`src/rtl/fp_mul_arbiter.sv`:
```
// -----------------------------------------------------------------------------
// fp_mul_arbiter
//   Shares one 64-bit floating-point multiplier between two requesters.
//   It arbitrates round-robin, latches the winning operand pair, waits a fixed
//   number of cycles for the product, and presents the result on a tagged
//   valid/ready port. The arbiter never computes anything itself: the product
//   comes back from the external multiplier on mul_c.
//
//   Optional feature macro: FPMUL_ARB_STATS_EN
//     defined   -> grant0_cnt / grant1_cnt count grants per requester (wrapping)
//     undefined -> counter logic absent, both count outputs tied to 0
//
// Parameters
//   LAT    cycles the multiplier needs after its operands settle (>= 1)
//   CNT_W  width of the grant counters
//
// Ports
//   clk, rst_n                   clock (rising edge), async active-low reset
//   req0_valid/a/b, req0_ready   requester 0 operand pair, accept strobe
//   req1_valid/a/b, req1_ready   requester 1 operand pair, accept strobe
//   mul_a, mul_b, mul_en         registered operands and enable to multiplier
//   mul_c                        product from multiplier
//   rsp_valid, rsp_id, rsp_data  result, owner tag, handshaked by rsp_ready
//   grant0_cnt, grant1_cnt       grant counters (see macro above)
// -----------------------------------------------------------------------------
module fp_mul_arbiter #(
  parameter int LAT   = 1,
  parameter int CNT_W = 16
) (
  input  logic             clk,
  input  logic             rst_n,
  input  logic             req0_valid,
  input  logic [63:0]      req0_a,
  input  logic [63:0]      req0_b,
  output logic             req0_ready,
  input  logic             req1_valid,
  input  logic [63:0]      req1_a,
  input  logic [63:0]      req1_b,
  output logic             req1_ready,
  output logic [63:0]      mul_a,
  output logic [63:0]      mul_b,
  output logic             mul_en,
  input  logic [63:0]      mul_c,
  output logic             rsp_valid,
  output logic             rsp_id,
  output logic [63:0]      rsp_data,
  input  logic             rsp_ready,
  output logic [CNT_W-1:0] grant0_cnt,
  output logic [CNT_W-1:0] grant1_cnt
);

  localparam int WAIT_W = (LAT > 1) ? $clog2(LAT) : 1;

  typedef enum logic [1:0] {
    IDLE = 2'd0,
    BUSY = 2'd1,
    DONE = 2'd2
  } state_t;

  state_t            state_q;
  logic              last_grant_q;
  logic [WAIT_W-1:0] wait_q;
  logic              settle_q;
  logic [63:0]       mul_a_q;
  logic [63:0]       mul_b_q;
  logic              mul_en_q;
  logic              rsp_valid_q;
  logic              rsp_id_q;
  logic [63:0]       rsp_data_q;

  // Grant decision, only meaningful in IDLE. On a tie the requester that did
  // not win last time gets the slot; last_grant resets to 1 so req0 wins first.
  logic grant_any;
  logic grant_id;

  always_comb begin
    grant_any = 1'b0;
    grant_id  = 1'b0;
    if (state_q == IDLE) begin
      if (req0_valid && req1_valid) begin
        grant_any = 1'b1;
        grant_id  = ~last_grant_q;
      end else if (req0_valid) begin
        grant_any = 1'b1;
        grant_id  = 1'b0;
      end else if (req1_valid) begin
        grant_any = 1'b1;
        grant_id  = 1'b1;
      end
    end
  end

  assign req0_ready = grant_any & ~grant_id;
  assign req1_ready = grant_any &  grant_id;

  // Sequencer. BUSY spends one cycle letting the freshly registered operands
  // reach the multiplier (settle_q), then LAT cycles counted by wait_q from
  // LAT-1 down to 0, after which mul_c is taken as the product. This puts
  // rsp_valid high after edge T+LAT+1 for an accept at edge T.
  always_ff @(posedge clk or negedge rst_n) begin
    if (!rst_n) begin
      state_q      <= IDLE;
      last_grant_q <= 1'b1;
      wait_q       <= '0;
      settle_q     <= 1'b0;
      mul_a_q      <= '0;
      mul_b_q      <= '0;
      mul_en_q     <= 1'b0;
      rsp_valid_q  <= 1'b0;
      rsp_id_q     <= 1'b0;
      rsp_data_q   <= '0;
    end else begin
      case (state_q)
        IDLE: begin
          if (grant_any) begin
            mul_a_q      <= grant_id ? req1_a : req0_a;
            mul_b_q      <= grant_id ? req1_b : req0_b;
            rsp_id_q     <= grant_id;
            last_grant_q <= grant_id;
            wait_q       <= WAIT_W'(LAT - 1);
            settle_q     <= 1'b0;
            mul_en_q     <= 1'b1;
            state_q      <= BUSY;
          end
        end
        BUSY: begin
          if (!settle_q) begin
            settle_q <= 1'b1;
          end else if (wait_q == '0) begin
            rsp_data_q  <= mul_c;
            rsp_valid_q <= 1'b1;
            mul_en_q    <= 1'b0;
            state_q     <= DONE;
          end else begin
            wait_q <= wait_q - WAIT_W'(1);
          end
        end
        DONE: begin
          // Result is frozen until the consumer takes it; no grants here.
          if (rsp_ready) begin
            rsp_valid_q <= 1'b0;
            state_q     <= IDLE;
          end
        end
        default: state_q <= IDLE;
      endcase
    end
  end

  assign mul_a     = mul_a_q;
  assign mul_b     = mul_b_q;
  assign mul_en    = mul_en_q;
  assign rsp_valid = rsp_valid_q;
  assign rsp_id    = rsp_id_q;
  assign rsp_data  = rsp_data_q;

`ifdef FPMUL_ARB_STATS_EN
  logic [CNT_W-1:0] grant0_cnt_q;
  logic [CNT_W-1:0] grant1_cnt_q;

  // Counters wrap naturally at 2^CNT_W.
  always_ff @(posedge clk or negedge rst_n) begin
    if (!rst_n) begin
      grant0_cnt_q <= '0;
      grant1_cnt_q <= '0;
    end else begin
      if (req0_ready) grant0_cnt_q <= grant0_cnt_q + CNT_W'(1);
      if (req1_ready) grant1_cnt_q <= grant1_cnt_q + CNT_W'(1);
    end
  end

  assign grant0_cnt = grant0_cnt_q;
  assign grant1_cnt = grant1_cnt_q;
`else
  assign grant0_cnt = '0;
  assign grant1_cnt = '0;
`endif

endmodule

```
`config.mk`:
```
export PLATFORM = sky130hd
export DESIGN_NAME = fp_mul_arbiter
export DESIGN_NICKNAME = d
export VERILOG_FILES = /design/src/rtl/fp_mul_arbiter.sv
export SDC_FILE = /design/constraint.sdc
export NUM_CORES = 1
export LEC_CHECK = 0
export BUFFER_PORTS_ARGS = -buffer_cell sky130_fd_sc_hd__buf_2
export CAP_MARGIN = 25
export CORE_AREA = 2 2 214 216
export DETAILED_ROUTE_END_ITERATION = 16
export DIE_AREA = 0 0 216 218
export GPL_TIMING_DRIVEN = 0
export PLACE_DENSITY = 0.54
export SLEW_MARGIN = 20
export SYNTH_ARGS = -nofsm -noshare
export SYNTH_HDL_FRONTEND = slang
export SYNTH_SLANG_ARGS = --single-unit
```
`constraint.sdc`:
```
create_clock -name clk -period 1.64 [get_ports clk]
set_clock_uncertainty 0.15 [all_clocks]
set_input_delay 0 -clock clk [delete_from_list [all_inputs] [get_ports clk]]
set_output_delay 0 -clock clk [all_outputs]
set_load 0.05 [all_outputs]
```
==> results of run 1 <==
==> timing repair <==
item | CTS | global route
hold endpoints to repair | 393 | 0
gates resized for setup | 394 | 112
pin swaps | 109 | 59
buffers inserted | 16 | 6
setup endpoints to repair | 172 | 172
gates cloned | 12 | 17
hold buffers | 324 | 0
==> stage by stage <==
stage / setup slack (ns) / setup TNS, ns / area [um2] / utilization [%] / cells
final: -0.191 / -10.71 / 18800 / 41.9 / 2497
after global routing: -0.243 / -18.68 / 18800 / 41.9 / 2497
after CTS: -0.248 / -9.22 / 18100 / 40.2 / 2474
after detailed placement: -0.748 / -60.49 / 12800 / 28.6 / 2092
after global placement: -3.09 / -662.10 / 12800 / 28.5 / 2090
after floorplan: 0.0954 / 0 / 9420 / - / 969
==> metal layers <==
metal | share of wire [%] | GRT usage (%) | vias to the layer above
li1 | - | - | 5336
met1 | 36 | 22.2 | 5775
met2 | 52 | 38.0 | 718
met3 | 7.8 | 5.94 | 156
met4 | 4.4 | 12.0 | 0
met5 | 0 | 0 | -
==> flip-flops by register name, indices dropped and copies added (netlist names) <==
| name | count |
|---|---|
| mul_en | 1 |
| rsp_valid | 1 |
| mul_b | 64 |
| rsp_id | 1 |
| rsp_data | 64 |
| mul_a | 64 |
| state_q | 2 |
| settle_q | 1 |
| last_grant_q | 1 |
==> area by class of cell <==
class,instances,share of cell area (%)
Timing Repair Buffer,897,36.2
Sequential cell,199,26.5
Multi-Input combinational cell,630,22.0
Buffer,137,8.07
Tap cell,600,3.99
Clock buffer,17,2.26
Clock inverter,15,0.924
Inverter,2,0.0399
==> logic make-up after synthesis <==
| group | share of synthesized area (%) |
|---|---|
| AND/OR/NAND/NOR | 7.60 |
| other | 0.0404 |
| buffers and inverters | 7.89 |
| AO/OA/AOI/OAI | 23.1 |
| multiplexers | 7.76 |
| flip-flops | 53.6 |
==> placed cells by master, fill, tap and decap left out, types with 2 or more instances in the layout <==
cell type and instances:
o21ai_2 81, nand2_1 4, clkbuf_2 7, inv_6 2
clkinv_8 3, inv_1 2, nand3_2 4, buf_4 58
o21ai_0 12, o21ai_1 30, conb_1 32, clkbuf_1 12
clkbuf_8 5, buf_6 19, dlygate4sd3_1 323, nand3_1 124
nor2_4 3, buf_12 17, dfrtp_1 196, a21oi_1 130
buf_8 30, buf_2 521, clkbuf_4 9, inv_8 6
a31oi_1 128, mux2_2 64, o21ai_4 7, dfrtp_2 2
clkbuf_16 43, a21o_1 2, clkinvlp_4 2, buf_16 7
==> worst max-delay path: cells and delay by family, from the launching register on <==
kind                   cells  cell delay (ns)
DFF                        1             0.45
and+or+nand+nor            2             0.42
buffers and inverters      2             0.31
==> worst paths after layout <==
kind                                        startpoint                       end  slack [ns]  cells after the start
worst min register to register      mul_en$_DFFE_PN0P_        mul_en$_DFFE_PN0P_        0.33                      2
worst max register to register  state_q[0]$_DFFE_PN0P_     mul_a[14]$_DFFE_PN0P_       -0.15                      7
worst min-delay path                        req0_valid     mul_a[17]$_DFFE_PN0P_        0.06                      5
min in group asynchronous                        rst_n  rsp_data[31]$_DFFE_PN0P_        0.46                      4
worst max-delay path            state_q[1]$_DFFE_PN0P_                req1_ready       -0.19                      4
max in group asynchronous                        rst_n  last_grant_q$_DFFE_PN1P_        0.35                      4
==> power by group <==
group | leakage [uW] | total, uW | switching, uW | internal [uW]
clock | 0.000287 | 4440 | 2370 | 2070
sequential | 0.00225 | 8900 | 1460 | 7450
combinational | 0.00587 | 27900 | 18100 | 9730
total | 0.00840 | 41200 | 22000 | 19200
==> impl_metrics.json, run 1 <==
{
  "status": "finished, violations left",
  "violations": "negative setup slack",
  "io_pins": 554,
  "setup_viol_count_final": 128,
  "synth.most_common_cell": "dfrtp_1",
  "worst_slack_ns": -0.191,
  "hp-class": "input port to flop",
  "ir_worst_vdd_v": 0.00141,
  "wl_um": 53400,
  "die-width_um": 216,
  "multi_input_comb_area_um2": 4150,
  "vias_per_cell": 4.80,
  "max_cap_violations": 0,
  "drt_iter0_markers": 866,
  "register_area_um2": 4980,
  "numPortBuffers": 521,
  "period_share_pct": 112,
  "crit_top_cell": "buf_8",
  "power.leakage_uw": 0.00840,
  "netlist_area_um2": 9290,
  "antenna_cells": 0,
  "dr.pass1.iters": 5,
  "die_height_um": 218,
  "criticalPathCategory": "flop to output pin",
  "slowest_delay_ns": 0.45,
  "path_max_fanout": 4,
  "area_growth_pct": 103,
  "grt_max_degree": 95,
  "hpwl_um": 33600,
  "timing.fmax_mhz": 546,
  "cts_buffers": 17,
  "yosys.area.top_type": "dfrtp_1",
  "clk_path_buf_depth": 2,
  "grt_pass1_vias": 12400,
  "synth_top_area_share_pct": 53.3,
  "cp.arrival_ns": 1.68,
  "start_util_pct": 20.7,
  "synthArstFlopShare_pct": 100,
  "start_kind": "flop",
  "via_count": 12000,
  "seq_area_frac_synth_pct": 53.6,
  "synthCells": 938,
  "rsz0062_at_grt": "true",
  "grt_pass1_wl_um": 74600,
  "layout_min_cycle_time_ns": 1.83,
  "endpoint_kind": "output pin",
  "hold_viol": 0,
  "avgRoutedWirePerCell_um": 21.4,
  "cts_htree_levels": 4,
  "grt.total_usage_pct": 21.1,
  "synth_commonest_cells": "dfrtp_1, a21oi_1, o21ai_0, a31oi_1, nand3_1",
  "ys.flop_type": "dfrtp_1",
  "fin_hold_ws_ns": 0.0593,
  "clk_latency_ns": 0.50,
  "worstMarginPinSlew_ns": 0.558,
  "coreArea_um2": 44900,
  "path_cells": "or2_4, buf_8, nor2_4, buf_8",
  "gp_congestion": 0.896,
  "nNetsFinal": 2209,
  "finalPower_uw": 41200,
  "fp-row-count": 78,
  "cellPowerDensity_nw_per_um2": 2190,
  "n_fill_cell": 4193,
  "slew_violations": 0,
  "cts.clk_slew.worst_paths_ns": 0.09,
  "avgSynthCellArea_um2": 9.90,
  "cts_tree": "yes",
  "dieArea_um2": 47100,
  "drc": 0,
  "yosysUniqueCellTypes": 25,
  "layout-drive-gt1-share_pct": 47.3,
  "ys_warn_count": 0,
  "required_ns": 1.49,
  "synth_edf_count": 0,
  "cp_slowest_cell": "dfrtp_2",
  "synth-seq-cells": 199,
  "clock-root-buffer": "clkbuf_16",
  "clock-sinks": 199,
  "relSlewSlack_pct": 62.8,
  "grt_overflow": 0,
  "antenna_found_initial": 0,
  "ys_top_cells_by_area": "dfrtp_1, a31oi_1, mux2_2",
  "antenna_left": 0
}
Note: power is estimated with default switching activity, not from simulation.
==> run 2, diff against run 1 <==
Settings changed: CORE_AREA 2 2 214 216 to 2 2 217 219, DIE_AREA 0 0 216 218 to 0 0 219 221, PLACE_DENSITY 0.54 to 0.53.
==> impl_metrics.json, run 2 (synthesis gave the netlist of run 1 again) <==
{
  "status": "finished, violations left",
  "violations": "negative setup slack",
  "wl_um": 53600,
  "drt_iter0_markers": 835,
  "final_common_cell": "buf_2",
  "hp-class": "input port to flop",
  "hold_viol": 0,
  "period_share_pct": 111,
  "cts.clk_slew.worst_paths_ns": 0.09,
  "place_ws_ns": -0.844,
  "grt_pass1_wl_um": 74100,
  "required_ns": 1.89,
  "start_util_pct": 20.2,
  "relSlewSlack_pct": 61.0,
  "avgRoutedWirePerCell_um": 21.3,
  "dr.pass1.iters": 5,
  "grt_max_degree": 87,
  "grt_overflow": 0,
  "clk_latency_ns": 0.49,
  "drc": 0,
  "die-width_um": 219,
  "clock-sinks": 199,
  "timing.fmax_mhz": 550,
  "cts_tree": "yes",
  "power.leakage_uw": 0.00837,
  "cellPowerDensity_nw_per_um2": 2160,
  "gp_congestion": 0.910,
  "path_max_fanout": 10,
  "final_cell_mix": "buf_2, dlygate4sd3_1, dfrtp_1",
  "fin_hold_ws_ns": 0.0733,
  "endpoint_kind": "flop",
  "io_pins": 554,
  "nNetsFinal": 2214,
  "max_cap_violations": 0,
  "antenna_found_initial": 5,
  "criticalPathCategory": "flop to flop",
  "coreArea_um2": 46100,
  "cts_buffers": 17,
  "dieArea_um2": 48400,
  "via_count": 12100,
  "cp.arrival_ns": 2.07,
  "slew_violations": 0,
  "die_height_um": 221,
  "worst_slack_ns": -0.178,
  "hpwl_um": 34900,
  "cts_htree_levels": 4,
  "numPortBuffers": 521,
  "clk_path_buf_depth": 2,
  "ir_worst_vdd_v": 0.00179,
  "rsz0062_at_grt": "true",
  "start_kind": "flop",
  "antenna_left": 0,
  "area_growth_pct": 106,
  "grt.total_usage_pct": 20.5,
  "setup_viol_count_final": 141,
  "clock-root-buffer": "clkbuf_16",
  "layout-drive-gt1-share_pct": 47.7,
  "fp-row-count": 79,
  "layout_min_cycle_time_ns": 1.82,
  "worstMarginPinSlew_ns": 0.585,
  "vias_per_cell": 4.79,
  "grt_pass1_vias": 12300
}
-- run 2: worst max-delay path, stage by stage (launching register included) --
cell	delay [ns]
dfstp_2	0.40
a21boi_4	0.19
buf_6	0.26
clkbuf_8	0.26
nand3_1	0.22
a31oi_1	0.24
-- run 2: per-layer routing --
metal | up-vias | routed length [um] | global-route usage (%)
li1 | 5336 | - | -
met1 | 5801 | 19100 | 21.6
met2 | 743 | 26400 | 35.9
met3 | 172 | 4680 | 6.10
met4 | 0 | 3370 | 11.9
met5 | - | 0 | 0
-- run 2: stage by stage --
| step | area, um2 | util [%] | power (uW) | std cells | TNS, ns |
|---|---|---|---|---|---|
| 2_1_floorplan | 9420 | - | 23600 | 969 | 0 |
| 6_report | 19200 | 41.6 | 41400 | 2515 | -11.92 |
| 3_5_place_dp | 12800 | 27.9 | 30000 | 2099 | -61.81 |
| 4_1_cts | 18200 | 39.5 | 39100 | 2486 | -8.59 |
| 3_3_place_gp | 12800 | 27.8 | 29800 | 2097 | -679.01 |
| 5_1_grt | 19200 | 41.6 | 43300 | 2514 | -23.53 |
-- run 2: cell type report --
| cell class | count | area (um2) |
|---|---|---|
| plain buffers | 137 | 1420 |
| multi-input cells | 630 | 4490 |
| clock inverters | 15 | 204 |
| repair buffers | 902 | 6860 |
| flip-flops and latches | 199 | 4980 |
| inverters | 2 | 7.51 |
| well taps | 607 | 759 |
| fillers | 4281 | 26900 |
| clock buffers | 17 | 425 |
| diodes | 6 | 15.0 |
-- run 2: worst paths after layout --
kind | startpoint | endpoint | slack [ns] | depth (start not counted)
min reg2reg | rsp_id$_DFFE_PN0P_ | rsp_id$_DFFE_PN0P_ | 0.33 | 1
max | last_grant_q$_DFFE_PN1P_ | mul_a[56]$_DFFE_PN0P_ | -0.18 | 5
min in group asynchronous | rst_n | mul_a[41]$_DFFE_PN0P_ | 0.36 | 3
max in group asynchronous | rst_n | mul_a[4]$_DFFE_PN0P_ | 0.20 | 4
max reg2reg | last_grant_q$_DFFE_PN1P_ | mul_a[56]$_DFFE_PN0P_ | -0.18 | 5
min | req0_valid | mul_a[20]$_DFFE_PN0P_ | 0.07 | 6
-- run 2: timing repair --
item,in CTS,in global routing
pin swaps,106,43
hold endpoints to repair,393,0
cloned,11,11
endpoints found under the setup margin,169,168
buffers inserted,22,18
hold buffers,323,0
gates resized for setup,313,152
-- run 2: power by group --
| part | switching (uW) | internal [uW] | total [uW] |
|---|---|---|---|
| Sequential | 1550 | 7450 | 9000 |
| Clock | 2370 | 2220 | 4590 |
| Combinational | 18100 | 9740 | 27800 |
| Total | 22000 | 19400 | 41400 |
